## src/rtl/load_store_ctrl_seq_pkg.sv

```systemverilog
// Shared types for the load/store control sequencer: access width, beat bundle, FSM state.
// Optional statistics counters are enabled by defining LS_CTRL_STATS_EN.
package load_store_ctrl_seq_pkg;

  typedef enum logic [1:0] {
    Load_byte  = 2'd0,
    Load_half  = 2'd1,
    Load_word  = 2'd2,
    Load_dword = 2'd3
  } Load_mode;

  localparam Load_mode LOAD_MODE_RESET = Load_word;

  // Beat register index is carried at a fixed maximum width; the top trims it to REG_W.
  localparam int LS_REG_W_MAX = 8;

  typedef enum logic {
    ST_IDLE  = 1'b0,
    ST_MULTI = 1'b1
  } ls_seq_state_e;

  typedef struct packed {
    logic                    we;
    Load_mode                mode;
    logic                    multiple;
    logic                    first_cycle;
    logic                    multiple_inc;
    logic [LS_REG_W_MAX-1:0] reg_idx;
    logic                    return_dout;
    logic                    keep_eff_addr;
    logic                    exts;
    logic                    is_update_op;
    logic                    do_request;
    logic                    last;
  } Ls_ctrl_bundle;

  function automatic Ls_ctrl_bundle ls_bundle_reset();
    Ls_ctrl_bundle b;
    b      = '0;
    b.mode = LOAD_MODE_RESET;
    return b;
  endfunction

endpackage

```

## src/rtl/load_store_ctrl_seq_ls_ctrl_delay.sv

```systemverilog
// DEPTH-stage valid/bundle shift register; stall holds every stage, flush invalidates all.
// Invalid output stage presents the reset bundle.
module load_store_ctrl_seq_ls_ctrl_delay
  import load_store_ctrl_seq_pkg::*;
#(
  parameter int DEPTH = 1
) (
  input  logic          clk,
  input  logic          resetb,
  input  logic          i_stall,
  input  logic          i_flush,
  input  logic          i_valid,
  input  Ls_ctrl_bundle i_bundle,
  output logic          o_valid,
  output Ls_ctrl_bundle o_bundle
);

  logic [DEPTH-1:0] r_valid;
  Ls_ctrl_bundle    r_data [DEPTH];

  always_ff @(posedge clk or negedge resetb) begin
    if (!resetb) begin
      r_valid <= '0;
      for (int i = 0; i < DEPTH; i++) r_data[i] <= ls_bundle_reset();
    end else if (i_flush) begin
      r_valid <= '0;
    end else if (!i_stall) begin
      r_valid[0] <= i_valid;
      r_data[0]  <= i_bundle;
      for (int i = 1; i < DEPTH; i++) begin
        r_valid[i] <= r_valid[i-1];
        r_data[i]  <= r_data[i-1];
      end
    end
  end

  assign o_valid  = r_valid[DEPTH-1];
  assign o_bundle = r_valid[DEPTH-1] ? r_data[DEPTH-1] : ls_bundle_reset();

endmodule

```

## src/rtl/load_store_ctrl_seq.sv

```systemverilog
// Registered load/store control: sequences lmw/stmw beats and delays the bundle DEPTH stages.
// Define LS_CTRL_STATS_EN to add saturating stat_loads/stat_stores beat counters.
module load_store_ctrl_seq
  import load_store_ctrl_seq_pkg::*;
#(
  parameter int DEPTH = 1,
  parameter int NREG  = 32,
  parameter int REG_W = 5
) (
  input  logic             clk,
  input  logic             resetb,
  input  logic             en_dec,
  input  logic             we,
  input  Load_mode         mode,
  input  logic             multiple,
  input  logic [REG_W-1:0] rt,
  input  logic             return_dout,
  input  logic             keep_eff_addr,
  input  logic             exts,
  input  logic             is_update_op,
  input  logic             do_request,
  input  logic             stall,
  input  logic             dis_ex,
  output logic             busy,
  output logic             ls_en,
  output logic             ls_we,
  output logic             ls_multiple,
  output logic             ls_first_cycle,
  output logic             ls_multiple_inc,
  output Load_mode         ls_mode,
  output logic [REG_W-1:0] ls_reg,
  output logic             ls_return_dout,
  output logic             ls_keep_eff_addr,
  output logic             ls_exts,
  output logic             ls_is_update_op,
  output logic             ls_do_request,
  output logic             ls_last,
`ifdef LS_CTRL_STATS_EN
  output logic [31:0]      stat_loads,
  output logic [31:0]      stat_stores,
`endif
  output ls_seq_state_e    dbg_state
);

  localparam logic [REG_W-1:0] LAST_REG = REG_W'(NREG - 1);

  ls_seq_state_e    r_state, w_state_nxt;
  logic [REG_W-1:0] r_cnt, w_cnt_nxt;
  Ls_ctrl_bundle    r_lat, w_lat_nxt;
  Ls_ctrl_bundle    w_in, w_beat, w_out;
  logic             w_beat_valid, w_out_valid;

  always_comb begin
    w_in               = ls_bundle_reset();
    w_in.we            = we;
    w_in.mode          = mode;
    w_in.multiple      = multiple;
    w_in.first_cycle   = 1'b1;
    w_in.multiple_inc  = 1'b0;
    w_in.reg_idx       = LS_REG_W_MAX'(rt);
    w_in.return_dout   = return_dout;
    w_in.keep_eff_addr = keep_eff_addr;
    w_in.exts          = exts;
    w_in.is_update_op  = is_update_op;
    w_in.do_request    = do_request;
    w_in.last          = !multiple || (rt == LAST_REG);
  end

  // Handshake: decode may only present en_dec while busy=0; a beat is taken on a cycle
  // with neither stall nor dis_ex, otherwise decode keeps en_dec and its operands steady.
  always_comb begin
    w_state_nxt  = r_state;
    w_cnt_nxt    = r_cnt;
    w_lat_nxt    = r_lat;
    w_beat_valid = 1'b0;
    w_beat       = ls_bundle_reset();
    busy         = 1'b0;
    case (r_state)
      ST_IDLE: begin
        busy = en_dec && multiple && (rt != LAST_REG);
        if (en_dec && !stall && !dis_ex) begin
          w_beat_valid = 1'b1;
          w_beat       = w_in;
          if (multiple && (rt != LAST_REG)) begin
            w_state_nxt = ST_MULTI;
            w_cnt_nxt   = rt + REG_W'(1);
            w_lat_nxt   = w_in;
          end
        end
      end
      ST_MULTI: begin
        busy = 1'b1;
        if (!stall && !dis_ex) begin
          w_beat_valid        = 1'b1;
          w_beat              = r_lat;
          w_beat.first_cycle  = 1'b0;
          w_beat.multiple_inc = 1'b1;
          w_beat.reg_idx      = LS_REG_W_MAX'(r_cnt);
          w_beat.last         = (r_cnt == LAST_REG);
          if (r_cnt == LAST_REG) w_state_nxt = ST_IDLE;
          else                   w_cnt_nxt   = r_cnt + REG_W'(1);
        end
      end
      default: w_state_nxt = ST_IDLE;
    endcase
    if (dis_ex) w_state_nxt = ST_IDLE;
  end

  always_ff @(posedge clk or negedge resetb) begin
    if (!resetb) begin
      r_state <= ST_IDLE;
      r_cnt   <= '0;
      r_lat   <= ls_bundle_reset();
    end else begin
      r_state <= w_state_nxt;
      r_cnt   <= w_cnt_nxt;
      r_lat   <= w_lat_nxt;
    end
  end

  load_store_ctrl_seq_ls_ctrl_delay #(.DEPTH(DEPTH)) u_delay (
    .clk      (clk),
    .resetb   (resetb),
    .i_stall  (stall),
    .i_flush  (dis_ex),
    .i_valid  (w_beat_valid),
    .i_bundle (w_beat),
    .o_valid  (w_out_valid),
    .o_bundle (w_out)
  );

  assign dbg_state        = r_state;
  assign ls_en            = w_out_valid;
  assign ls_we            = w_out.we;
  assign ls_multiple      = w_out.multiple;
  assign ls_first_cycle   = w_out.first_cycle;
  assign ls_multiple_inc  = w_out.multiple_inc;
  assign ls_mode          = w_out.mode;
  assign ls_reg           = w_out.reg_idx[REG_W-1:0];
  assign ls_return_dout   = w_out.return_dout;
  assign ls_keep_eff_addr = w_out.keep_eff_addr;
  assign ls_exts          = w_out.exts;
  assign ls_is_update_op  = w_out.is_update_op;
  assign ls_do_request    = w_out.do_request;
  assign ls_last          = w_out.last;

  logic w_unused_reg;
  assign w_unused_reg = ^w_out.reg_idx;

`ifdef LS_CTRL_STATS_EN
  // A beat is counted once, in the cycle it leaves the output (not while held by stall).
  logic        w_beat_done;
  logic [31:0] r_loads, r_stores;
  assign w_beat_done = w_out_valid && (!stall || dis_ex);

  always_ff @(posedge clk or negedge resetb) begin
    if (!resetb) begin
      r_loads  <= '0;
      r_stores <= '0;
    end else if (w_beat_done) begin
      if (!w_out.we && (r_loads != '1))  r_loads  <= r_loads + 32'd1;
      if (w_out.we && (r_stores != '1))  r_stores <= r_stores + 32'd1;
    end
  end

  assign stat_loads  = r_loads;
  assign stat_stores = r_stores;
`endif

  a_no_issue_while_multi: assert property (
    @(posedge clk) disable iff (!resetb) (r_state == ST_MULTI) |-> !en_dec
  );

endmodule

```

## config.mk

```make
export PLATFORM = sky130hd
export DESIGN_NAME = load_store_ctrl_seq
export DESIGN_NICKNAME = d
export VERILOG_FILES = /design/src/rtl/load_store_ctrl_seq_pkg.sv /design/src/rtl/load_store_ctrl_seq_ls_ctrl_delay.sv /design/src/rtl/load_store_ctrl_seq.sv
export SDC_FILE = /design/constraint.sdc
export NUM_CORES = 1
export LEC_CHECK = 0
export ABC_CLOCK_PERIOD_IN_PS = 3800
export CAP_MARGIN = 25
export CORE_ASPECT_RATIO = 0.6
export CORE_MARGIN = 1.5
export CORE_UTILIZATION = 26
export DETAILED_ROUTE_END_ITERATION = 8
export PLACE_DENSITY_LB_ADDON = 0.08
export SETUP_SLACK_MARGIN = 0.2
export SLEW_MARGIN = 20
export SYNTH_ARGS = -nofsm -noshare
export SYNTH_HDL_FRONTEND = slang
export SYNTH_SLANG_ARGS = --single-unit
```

## constraint.sdc

```tcl
create_clock -name clk -period 3.8 [get_ports clk]
set_input_delay 0.76 -clock clk [delete_from_list [all_inputs] [get_ports clk]]
set_output_delay 0.76 -clock clk [all_outputs]
set_load 0.01 [all_outputs]
```

==> PnR_summary.wiki <==
{| class="wikitable"
! Metric !! Value
|-
| Worst reg2reg startpoint || dbg_state$_DFF_PN0_
|-
| DIE AREA || 7290 um^2
|-
| Multi-input logic area || just under 900 um^2
|-
| Static leakage || between 1 and 1.5 nW
|-
| Final Hold Vio Count || 0
|-
| DRC || 0
|-
| PwrDens || around 450 nW/um^2
|-
| Number of pins with negative max-slew slack in the final report || 0
|-
| Distinct cell type count after synthesis || between 40 and 50
|-
| Metal3 WL || around 350 um
|-
| Total non-filler cell area in the finished layout || 2390 um^2
|-
| Sum of overflow across all layers after global routing || 0
|-
| Post-CTS Setup Repair Bufs || 0
|-
| CP Launch Point || rt[2]
|-
| # diodes || 0
|-
| Worst Reg2Reg Path Length in Cells || 5
|-
| Biggest fanout along the worst timing path || 5
|-
| Combinational power share || 17.6%
|-
| Reg2reg setup slack || ~1.6 ns
|-
| Num Clock Sinks || 33
|-
| Total power draw || 0.00109 W
|-
| Routed metal-1 wirelength || between 2000 and 3000 um
|-
| Min-Delay Startpoint || r_lat[18]$_DFFE_PN1P_
|-
| RSZ-0062 raised after global routing || no
|-
| Fraction of power consumed by sequential logic || about 44%
|-
| Total net switching power || between 0.0002 and 0.0003 W
|-
| Category of the worst setup path capture point || output pin
|-
| Warnings, synthesis || 0
|-
| CTS Buffer Depth || 2
|-
| Type of the worst setup path || input pin to output pin
|-
| Topmost layer with routed signal wires || met4
|-
| Leading cell types by total area after synthesis || dfrtp_1 (44%), a21oi_1 (6.3%), and2_1 (6.0%)
|-
| Critical path data required time || about 3.0 ns
|-
| Vias || between 1,500 and 2,000
|-
| CP endpoint || busy
|-
| Cts repair resizes || 0
|-
| Number of I/O port buffers || 38
|-
| Utilization after layout || between 30% and 40%
|-
| WL met2 || around 2000 um
|-
| Cell at the root of the clock tree || clkbuf_16
|-
| Global-route usage over all layers || approximately 15%
|-
| Number of nets at the end of the flow || roughly 260
|-
| Fraction of post-synthesis cell area in the top cell type by area || between 40% and 50%
|-
| Number of antenna violations at the first check in global routing || 0
|-
| Maximum clock skew at final layout || roughly 0.0034 ns
|-
| Number of buffers created by CTS || 5
|-
| Initial core utilization || between 20% and 30%
|-
| Arrival time at the worst endpoint || about 2.3 ns
|-
| Insertion delay of the later-clocked pin in the worst-skew pair || 0.28 ns
|-
| Worst IR Drop VDD || about 160 uV
|-
| Count of antenna-violating nets left after detailed routing || 0
|-
| Hold buffer count at CTS || 0
|-
| Mapped Area || 1760 um^2
|-
| Critical path startpoint category || input pin
|-
| Pin count of the biggest net entering global routing || 34
|-
| Share of the yosys chip area belonging to registers || approximately 47%
|-
| Instance count after placement with tap cells included || between 300 and 400
|-
| Min cycle time layout || 3.10 ns
|-
| Mean Syn Cell Area || approximately 9 um^2
|-
| Worst relative slew slack || between 60 and 70%
|-
| Total wire length after detailed routing || 4960 um
|-
| Non-filler cells in the finished layout || between 300 and 400
|-
| Post-synthesis cell count || around 200
|-
| CTS H-tree lvls || 2
|-
| Internal portion of total power || 0.000790 W
|-
| Total of endpoints with negative setup slack in the final report || 0
|-
| Number of fill cells in the layout || about 680
|-
| Placed cell area || ~2200 um^2
|-
| Clock edge transition at the registers on the reported setup and hold paths || 0.05 ns
|-
| Storage cell area || around 830 um^2
|-
| Setup tns final || 0 ns
|-
| X dimension of the die || between 100 and 150 um
|-
| Register bit total from synthesis || 33
|-
| Fraction of power spent switching nets || 27.4%
|-
| HPWL after detailed placement || roughly 3500 um
|-
| First-pass iteration count of the detailed router || 4
|-
| I/O pins || 39
|-
| Synthesis-to-layout area growth || 35.8%
|-
| Max Clk Rate || ~320 MHz
|-
| Wire length per cell || 15.4 um
|-
| Actual transition at the worst max-transition pin || around 0.55 ns
|-
| Die Y-Extent || between 60 and 70 um
|-
| Via count of the first global-routing pass || 1,525
|-
| R2R Path End || r_cnt[4]$_DFFE_PN0P_
|-
| Routability congestion estimate || roughly 0.8
|-
| Class of the most critical hold timing path || flip-flop to flip-flop
|-
| Fraction of layout cells with a size suffix above 1 || just under 8%
|-
| Result of the run || completed
|-
| Final worst path period share || roughly 82%
|-
| Most area-hungry cell type in the Yosys netlist || dfrtp_1
|-
| Syn_nets || 219
|-
| Area of the placeable core || around 6300 um^2
|-
| First-pass GRT wire length || roughly 8100 um
|-
| Clock tree from TritonCTS || built
|-
| Max cap viols || 0
|-
| Part of the total power dissipated in the clock network || 38.8%
|-
| Standard-cell rows || 22
|-
| Initial DRC count || between 60 and 70
|-
| DR vias/cell || 4.83
|}
==> cell families (layout without fill, tap and decap cells) <==
group / after synthesis / in the layout / synth area share, %
muxes: 5 / 5 / 2.99
xor gates and xnor gates: 1 / 1 / 0.498
DFF: 33 / 33 / 47.1
buffers and inverters: 15 / 55 / 3.70
AOI/OAI and AO/OA: 46 / 46 / 16.7
adders and majority gates: 1 / 1 / 0.711
and+or+nand+nor: 98 / 98 / 28.4
==> layout by cell type, fill, tap and decap left out, types with 3 or more instances in the layout <==
cell / instances
buf_4: 5
a221oi_1: 4
inv_1: 4
a21oi_1: 22
clkbuf_16: 5
o21ai_0: 3
clkdlybuf4s50_1: 38
and3_1: 10
nor2_1: 22
nand3_1: 4
nand2_1: 28
dfrtp_1: 31
and2_1: 17
nor3_1: 3
mux2i_1: 3
==> layer usage <==
metal	vias to the layer above	GRT usage [%]
li1	778	-
met1	728	22.7
met2	50	20.8
met3	5	3.91
met4	0	5.36
met5	-	0
==> through the flow <==
stage	setup slack [ns]	hold slack, ns
after floorplan	1.79	0.435
after global placement	0.737	0.449
after detailed placement	0.711	0.453
after CTS	0.714	0.464
after global routing	0.651	0.493
final	0.701	0.462
==> critical path, cell delays in order <==
cell and delay [ns]:
clkdlybuf4s50_1 0.57, nand2_1 0.14, o21a_1 0.23, a21o_1 0.18
clkdlybuf4s50_1 0.47
==> how the worst min path moves through the flow <==
| stage | endpoint | slack (ns) | depth (start not counted) |
|---|---|---|---|
| after floorplan | r_lat[16]$_DFFE_PN0P_ | 0.44 | 1 |
| after global placement | r_lat[16]$_DFFE_PN0P_ | 0.45 | 1 |
| after detailed placement | r_lat[16]$_DFFE_PN0P_ | 0.45 | 1 |
| after CTS | r_lat[18]$_DFFE_PN1P_ | 0.46 | 2 |
| after global routing | r_lat[18]$_DFFE_PN1P_ | 0.49 | 2 |
| final | r_lat[18]$_DFFE_PN1P_ | 0.46 | 2 |
==> power groups by stage <==
stage | logic (W) | clock network (W) | registers [W]
finish | 0.000191 | 0.000422 | 0.000474
global route | 0.000214 | 0.000459 | 0.000484
CTS | 0.000194 | 0.000437 | 0.000473
detailed placement | 0.000193 | 0 | 0.000479
global placement | 0.000193 | 0 | 0.000479
floorplan | 0.000115 | 0 | 0.000458
==> synth_stat cells, drive strengths merged <==
master   instances
dfrtp           31
nand2           28
a21oi           22
nor2            22
and2            17
and3            10
clkbuf           9
o21ai            5
a221oi           4
inv              4
nand3            4
mux2i            3
nor3             3
a211oi           2
a21o             2
a31oi            2
buf              2
dfstp            2
mux2             2
nand2b           2
nand3b           2
nand4            2
o31ai            2
a41oi            1
and4             1
ha               1
nand4b           1
nor2b            1
nor4b            1
o2111a           1
o2111ai          1
o211a            1
o211ai           1
o21a             1
o32ai            1
or2              1
or3              1
or3b             1
or4              1
xor2             1
==> registers in the layout, summed over array words and instances, names as in the netlist <==
name and count:
r_lat 9, r_cnt 5, dbg_state 1, u_delay.o_valid 1
u_delay.r_data 17
==> cell type report <==
class                      instances  area share [%]
clock inverter                     1           0.209
clock buffer                       7            6.38
tap                               84            4.40
multi-input combinational        151            36.3
timing repair buffer              43            17.5
inverter                           4           0.628
sequential                        33            34.6
Power figures use the tool's default switching activity.
